### src/rtl/rotor0_fwd_stage.sv
// Forward (keyboard-to-reflector) stage for Enigma rotor 0, which uses the rotor I wiring.
// Owns the rotor position, encodes one letter per accepted transfer and emits a registered carry.
module rotor0_fwd_stage #(
    parameter int NOTCH = 16
) (
    input  logic       clk,
    input  logic       rst,
    input  logic       in_valid,
    output logic       in_ready,
    input  logic [4:0] data_in,
    input  logic       step_in,
    input  logic       load_en,
    input  logic [4:0] load_pos,
    output logic       out_valid,
    input  logic       out_ready,
    output logic [4:0] data_out,
    output logic [4:0] index,
    output logic       carry_out,
    output logic       err,
    output logic [4:0] position
);

    // Rotor I contact map, EKMFLGDQVZNTOWYHXUSPAIBRCJ
    function automatic logic [4:0] rotor_wire(input logic [4:0] idx);
        logic [4:0] w;
        case (idx)
            5'd0:    w = 5'd4;
            5'd1:    w = 5'd10;
            5'd2:    w = 5'd12;
            5'd3:    w = 5'd5;
            5'd4:    w = 5'd11;
            5'd5:    w = 5'd6;
            5'd6:    w = 5'd3;
            5'd7:    w = 5'd16;
            5'd8:    w = 5'd21;
            5'd9:    w = 5'd25;
            5'd10:   w = 5'd13;
            5'd11:   w = 5'd19;
            5'd12:   w = 5'd14;
            5'd13:   w = 5'd22;
            5'd14:   w = 5'd24;
            5'd15:   w = 5'd7;
            5'd16:   w = 5'd23;
            5'd17:   w = 5'd20;
            5'd18:   w = 5'd18;
            5'd19:   w = 5'd15;
            5'd20:   w = 5'd0;
            5'd21:   w = 5'd8;
            5'd22:   w = 5'd1;
            5'd23:   w = 5'd17;
            5'd24:   w = 5'd2;
            5'd25:   w = 5'd9;
            default: w = 5'd31;
        endcase
        return w;
    endfunction

    // Operands already lie in 0..51, so a single subtract brings the result into 0..25
    function automatic logic [4:0] fold26(input logic [5:0] v);
        logic [5:0] r;
        if (v >= 6'd26) begin
            r = v - 6'd26;
        end else begin
            r = v;
        end
        return r[4:0];
    endfunction

    localparam logic [4:0] NOTCH_POS = 5'(NOTCH);

    logic [4:0] position_r;
    logic       out_valid_r;
    logic [4:0] data_out_r;
    logic [4:0] index_r;
    logic       carry_r;
    logic       err_r;

    logic       accept_s;
    logic [4:0] load_norm_s;
    logic [4:0] pos_eff_s;
    logic       carry_s;
    logic       err_s;
    logic [4:0] index_s;
    logic [4:0] data_s;

    assign in_ready = !out_valid_r || out_ready;
    assign accept_s = in_valid && in_ready;

    // Effective position, carry and encoded letter for the letter currently offered
    always_comb begin
        load_norm_s = fold26({1'b0, load_pos});
        pos_eff_s   = position_r;
        carry_s     = 1'b0;
        if (load_en) begin
            pos_eff_s = load_norm_s;
        end else if (step_in) begin
            pos_eff_s = (position_r == 5'd25) ? 5'd0 : position_r + 5'd1;
            carry_s   = (position_r == NOTCH_POS);
        end else begin
            pos_eff_s = position_r;
        end

        err_s = (data_in >= 5'd26);
        if (err_s) begin
            index_s = 5'd31;
            data_s  = 5'd31;
        end else begin
            index_s = fold26({1'b0, data_in} + {1'b0, pos_eff_s});
            // Adding 26 first keeps the subtraction non-negative
            data_s  = fold26({1'b0, rotor_wire(index_s)} + 6'd26 - {1'b0, pos_eff_s});
        end
    end

    // Position register and output holding register with valid/ready handshake
    always_ff @(posedge clk or posedge rst) begin
        if (rst) begin
            position_r  <= 5'd0;
            out_valid_r <= 1'b0;
            data_out_r  <= 5'd0;
            index_r     <= 5'd0;
            carry_r     <= 1'b0;
            err_r       <= 1'b0;
        end else begin
            if (accept_s) begin
                position_r <= pos_eff_s;
            end else if (load_en) begin
                position_r <= load_norm_s;
            end

            if (accept_s) begin
                out_valid_r <= 1'b1;
                data_out_r  <= data_s;
                index_r     <= index_s;
                carry_r     <= carry_s;
                err_r       <= err_s;
            end else if (out_ready) begin
                out_valid_r <= 1'b0;
            end
        end
    end

    assign position  = position_r;
    assign out_valid = out_valid_r;
    assign data_out  = data_out_r;
    assign index     = index_r;
    assign carry_out = carry_r;
    assign err       = err_r;

endmodule

### config.mk
export PLATFORM = sky130hd
export DESIGN_NAME = rotor0_fwd_stage
export DESIGN_NICKNAME = d
export VERILOG_FILES = /design/src/rtl/rotor0_fwd_stage.sv
export SDC_FILE = /design/constraint.sdc
export NUM_CORES = 1
export LEC_CHECK = 0
export BUFFER_PORTS_ARGS = -buffer_cell sky130_fd_sc_hd__buf_2
export CAP_MARGIN = 10
export CORE_AREA = 8 8 60 100
export CTS_CLUSTER_SIZE = 16
export DETAILED_ROUTE_END_ITERATION = 12
export DIE_AREA = 0 0 68 108
export PLACE_DENSITY = 0.65
export REMOVE_ABC_BUFFERS = 1
export SKIP_LAST_GASP = 1
export SLEW_MARGIN = 30
export SYNTH_ARGS = -nofsm -noshare
export SYNTH_HDL_FRONTEND = slang
export SYNTH_SLANG_ARGS = --single-unit
### constraint.sdc
create_clock -name clk -period 7.8 [get_ports clk]
set_input_delay 1.56 -clock clk [delete_from_list [all_inputs] [get_ports clk]]
set_output_delay 1.56 -clock clk [all_outputs]
set_load 0.05 [all_outputs]
======== After elaboration in Yosys (flattened, before gate mapping) ========
Memory sizes are Yosys's and may differ from the RTL's.
Cells that the tools add are included.
storage, ports and cells
  bits in registers ....................... 18
  bits in latches ......................... 0
  RAM bits ................................ 0
  bits in read-only memories .............. 160
  word-level logic and storage cells ...... 41
  memories kept ........................... 1
cells by class
  $add $sub $neg .......................... 7
  multipliers ............................. 0
  divide/modulo/power cells ............... 0
  $lt $le $gt $ge ......................... 4
  eq/ne operators ......................... 2
  shift operators ......................... 0
  mux-type cells .......................... 16
  bitwise logic cells ..................... 0
  reduce and logical (&&, ||, !) cells .... 5
memories
  memory            depth  width  rd ports  clocked after memory_dff  wr ports  line  RTL
  (name not given)  32     5      1         0                         0         26    case (idx)
operators with widths
  cell                                                 number
  2-to-1 mux 5 bit                                     12
  subtractor 5 bit, second input constant              3
  >= comparator 6 x 5 -> 1 bit, second input constant  2
  == test 5 bit, second input constant                 2
  >= comparator 5 bit, second input constant           2
  adder 5 x 5 -> 6 bit                                 1
  adder 5 x 5 -> 6 bit, second input constant          1
  subtractor 6 x 5 -> 6 bit                            1
  adder 5 x 1 -> 5 bit, second input constant          1
  2-to-1 mux 1 bit                                     4
  nonzero test 2 bit                                   2
  logical AND 1 bit                                    1
  zero test 1 bit                                      1
  logical OR 1 bit                                     1

======== Logic depth before layout (Yosys ltp) ========
An unclocked memory read counts as a cell.
  word-level depth ........................ 15
  depth in mapped cells ................... 28
  depth with buffers taken out ............ 28

======== Least setup slack after synthesis ========
No wires, ideal clock.
  path kind ............................... input to register
  from .................................... input load_pos[1]
  to ...................................... register data_out_r[3], in the netlist data_out[3]
  library setup time ...................... 126 ps
  arrival time ............................ 6457 ps
  path slack .............................. 1217 ps
  cell stages on the path ................. 25
  path buffers ............................ 0
  cells stage by stage .................... inv_1 -> ha_1 -> o21ai_0 -> nand4_1 -> o21ai_0 -> a21oi_1 -> fa_1 -> inv_1 -> a22o_1 -> or4_4 -> a221oi_4 -> inv_2 -> nand2_1 -> a211oi_1 -> a211o_1 -> ha_1 -> inv_1 -> ha_1 -> fa_1 -> xor2_1 -> a21boi_0 -> a21oi_1 -> nor2_1 -> xnor2_1 -> a21oi_1
between the ends
  word-level cells in the longest chain between the ends .. 14
  elaborated cells between the ends (all ways) .. 17
  those cells by class .................... add/sub: 6; order compare: 3; mux: 7; memory: 1
ends and longest elaborated chain
  element                                                                  line    RTL
  from (decl)                                                              13      input logic [4:0] load_pos,
  subtractor 5 bit / >= comparator 5 bit (equally long branches)           62, 61
  2-to-1 mux 5 bit *                                                       61      if (v >= 6'd26) begin
  2-to-1 mux 5 bit *                                                       94      if (load_en) begin
  adder 5 x 5 -> 6 bit                                                     108     index_s = fold26({1'b0, data_in} + {1'b0, pos_eff_s});
  subtractor 5 bit / >= comparator 6 x 5 -> 1 bit (equally long branches)  62, 61
  2-to-1 mux 5 bit                                                         61
  2-to-1 mux 5 bit                                                         104     if (err_s) begin
  memory (32 x 5 bit)                                                      --
  2-to-1 mux 5 bit                                                         104
  adder 5 x 5 -> 6 bit                                                     110     data_s = fold26({1'b0, rotor_wire(index_s)} + 6'd26 - {1'b0, pos_eff_s});
  subtractor 6 x 5 -> 6 bit *                                              110
  subtractor 5 bit / >= comparator 6 x 5 -> 1 bit (equally long branches)  62, 61
  2-to-1 mux 5 bit *                                                       61
  2-to-1 mux 5 bit *                                                       104
  to (signal assigned)                                                     132     data_out_r <= data_s;
  to (decl)                                                                73      logic [4:0] data_out_r;
Every way passes the cells marked *; elsewhere a longest branch is shown, timed or not. The select of a mux whose other input is x is not followed.
A chain may end at the register's enable or synchronous reset.

======== Final worst setup path ========
Same ends and word-level chain as after synthesis.

==> results.json <==
{
  "routed-via-count": 2094,
  "ctsRootBufferMaster": "sky130_fd_sc_hd__clkbuf_8",
  "synth_xor_xnor_area_share": 0.02153,
  "post_synth_instance_area_um2": 2034,
  "critPathMostFrequentCell": "sky130_fd_sc_hd__a21oi_1",
  "synth_compound_area_frac": 0.2940,
  "rows": 33,
  "synth.area.mux_share": 0.04736,
  "worstSetupStartpointType": "input pin",
  "status": "finished clean",
  "critical_path.top_delay_family": "adder cells",
  "avgViaCountPerCell": 6.105,
  "worst_hold_path_type": "flop to flop",
  "filler_cell_count": 474,
  "fin_nets": 333,
  "place_congestion": 0.9366,
  "synthArstFlopShare": 1.000,
  "drt-wirelength-per-cell_um": 17.06,
  "max_stage_delay_ns": 0.67,
  "synth_top_family_by_area": "compound AO/OA/AOI/OAI gates",
  "max_cap_viol_count": 0,
  "initial_utilization": 0.4399,
  "synth_top_area_cell": "sky130_fd_sc_hd__dfrtp_1",
  "min_delay_path_depth": 2,
  "timing_hold_violations_final": 0,
  "post_cts_setup_buffer_count": 0,
  "antenna_violations_before_repair": 0,
  "worstSkewPairLatency_ns": 0.25,
  "remaining_drc_errors": 0,
  "critical_path_class": "input pin to flop",
  "synth_common_cells": "sky130_fd_sc_hd__a21oi_1, sky130_fd_sc_hd__nor2_1, sky130_fd_sc_hd__ha_1",
  "drive_above_1_share": 0.1787,
  "worstRegToRegCells": 23,
  "chipWidth_um": 68,
  "fp.dieH_um": 108,
  "dp.final_hpwl_mm": 4.821,
  "diodes": 0,
  "tritoncts": "yes",
  "ys_seq_elements": 18,
  "worst-endpoint-arrival_ns": 7.14,
  "syn2layout_area_growth_pct": 14.02,
  "syn_inst": 256,
  "first_global_vias": 2142,
  "dominantRegCellSynth": "sky130_fd_sc_hd__dfrtp_1",
  "grt_pass1_wl_mm": 9.729,
  "clk_transition_reported_paths_ns": 0.07,
  "worst_path_cell_chain": "buf_2, inv_1, ha_1, o21ai_0, nand4_1, o21ai_0, a21oi_1, fa_1, inv_1, a22o_1, nor2_1, mux2i_1, nand3_1, a21oi_1, and4b_1, ha_1, fa_1, xor2_1, a21boi_0, a21oi_1, nor2_1, xnor2_1, a21oi_1",
  "clock.fmax_mhz": 142.8,
  "rsz0062_at_grt": "no",
  "slowest_stage": "sky130_fd_sc_hd__fa_1",
  "timing.setup.tns_ns": 0,
  "timing_max_transition_violations_final": 0,
  "largest_net_degree_at_the_start_of_global_routing": 19,
  "tightestPinTransition_ns": 0.6475,
  "setup.worst_path.end_class": "flop",
  "skew_ns": 0.003007,
  "firstDrtPassIters": 5,
  "cts_resized": 0,
  "cts_hold_buf": 0,
  "avg_synthesized_cell_area_um2": 7.947,
  "synth.top_cells.by_area": "sky130_fd_sc_hd__dfrtp_1, sky130_fd_sc_hd__ha_1, sky130_fd_sc_hd__a21oi_1, sky130_fd_sc_hd__nor2_1, sky130_fd_sc_hd__o21ai_0",
  "gr_util_all_layers": 0.1660,
  "ios": 35,
  "setup_viol_count_final": 0,
  "clockBufferDepth": 2,
  "cts_buffers": 3,
  "global_route_total_overflow": 0,
  "timing.hold.ws_ns": 0.5122,
  "synth-adder-area-share": 0.1611,
  "drt-initial-drc-count": 119,
  "crit_fanout": 7,
  "layout_setup_ws_ns": 0.7967,
  "fp.coreArea_um2": 4624,
  "synthesis.yosys.warnings": 0,
  "post_synth_and_or_nand_nor_area_fraction": 0.2042,
  "synthDominantCellAreaShare": 0.2214,
  "design.die.area_um2": 7344,
  "crit_buf_inv": 3,
  "netlist-cell-type-count": 57,
  "io_buffers": 34,
  "post_route_fraction_of_the_period_consumed_by_the_critical_path": 0.8979,
  "timing.max_slew.rel_slack": 0.5560,
  "worst_path_required_ns": 7.93,
  "post-route-util": 0.5016,
  "ant_nets": 0,
  "min_period_ns": 7.003,
  "synth_edf_count": 0,
  "clock_sinks": 18,
  "worst-path-stages": 23,
  "routed_wirelength_mm": 5.853,
  "cts.htree.levels": 1,
  "sequential_share_of_the_synthesized_area": 0.2214,
  "pre_cts_ws_ns": 0.5641
}
==> cells in the final DEF, fill, tap and decap left out, types with 4 or more instances in the layout <==
| master | n |
|---|---|
| sky130_fd_sc_hd__xnor2_1 | 4 |
| sky130_fd_sc_hd__o21ai_0 | 16 |
| sky130_fd_sc_hd__nand2b_1 | 4 |
| sky130_fd_sc_hd__buf_2 | 34 |
| sky130_fd_sc_hd__nor3_1 | 9 |
| sky130_fd_sc_hd__a21oi_1 | 26 |
| sky130_fd_sc_hd__ha_1 | 23 |
| sky130_fd_sc_hd__clkbuf_8 | 4 |
| sky130_fd_sc_hd__a21o_1 | 5 |
| sky130_fd_sc_hd__nor2_1 | 26 |
| sky130_fd_sc_hd__mux2_2 | 5 |
| sky130_fd_sc_hd__inv_1 | 20 |
| sky130_fd_sc_hd__o211ai_1 | 5 |
| sky130_fd_sc_hd__nand2_1 | 20 |
| sky130_fd_sc_hd__dfrtp_1 | 18 |
| sky130_fd_sc_hd__nand3_1 | 8 |
| sky130_fd_sc_hd__mux2i_1 | 4 |
==> metal layers <==
metal | vias to the layer above | track usage | wire, um
met4 | 0 | 0.09573 | 264
met5 | - | 0 | 0
met3 | 21 | 0.01863 | 198
met1 | 975 | 0.1740 | 2298
li1 | 1033 | - | -
met2 | 65 | 0.3007 | 3090
==> cell type report <==
type                       instances  area (um^2)  share of cell area
sequential                        18        450.4              0.1942
timing repair buffer              36        185.2             0.07983
clock buffer                       4        55.05             0.02373
multi-input combinational        211         1481              0.6386
tap                               52        65.06             0.02805
inverter                          22        82.58             0.03560
==> tightest hold or removal path, stage by stage (launching register included) <==
cell and delay [ns]:
sky130_fd_sc_hd__dfrtp_1 0.35, sky130_fd_sc_hd__nor2_1 0.05, sky130_fd_sc_hd__nor2_1 0.08
==> stage by stage <==
stage	cell area (um^2)	instances
after CTS	2320	343
final	2320	343
after detailed placement	2265	339
after floorplan	2014	251
after global placement	2265	339
after global routing	2320	343
==> state kept, by name, summed over array words and instances (netlist names) <==
| signal | cells |
|---|---|
| out_valid | 1 |
| data_out | 5 |
| index | 5 |
| err | 1 |
| carry_out | 1 |
| position | 5 |
==> final timing paths <==
kind | to | from | slack (ns)
worst max-delay path | data_out[3]$_DFFE_PP0P_ | load_pos[1] | 0.80
worst min-delay path | err$_DFFE_PP0P_ | err$_DFFE_PP0P_ | 0.51
worst max register to register | data_out[3]$_DFFE_PP0P_ | position[1]$_DFFE_PP0P_ | 1.44
worst min register to register | err$_DFFE_PP0P_ | err$_DFFE_PP0P_ | 0.51
max in group asynchronous | position[2]$_DFFE_PP0P_ | rst | 5.98
min in group asynchronous | index[2]$_DFFE_PP0P_ | rst | 1.39
==> kinds of logic (layout without fill, tap and decap cells) <==
| logic type | after synthesis | in the layout |
|---|---|---|
| flops | 18 | 18 |
| compound gates | 86 | 86 |
| fa+ha+maj | 25 | 25 |
| mux | 9 | 9 |
| xor+xnor | 5 | 5 |
| simple gates | 86 | 86 |
| buf+inv | 27 | 62 |
Power is left out: the tool's default activity adds up to more than one toggle a clock period on the data nets, which glitch-free logic cannot reach.
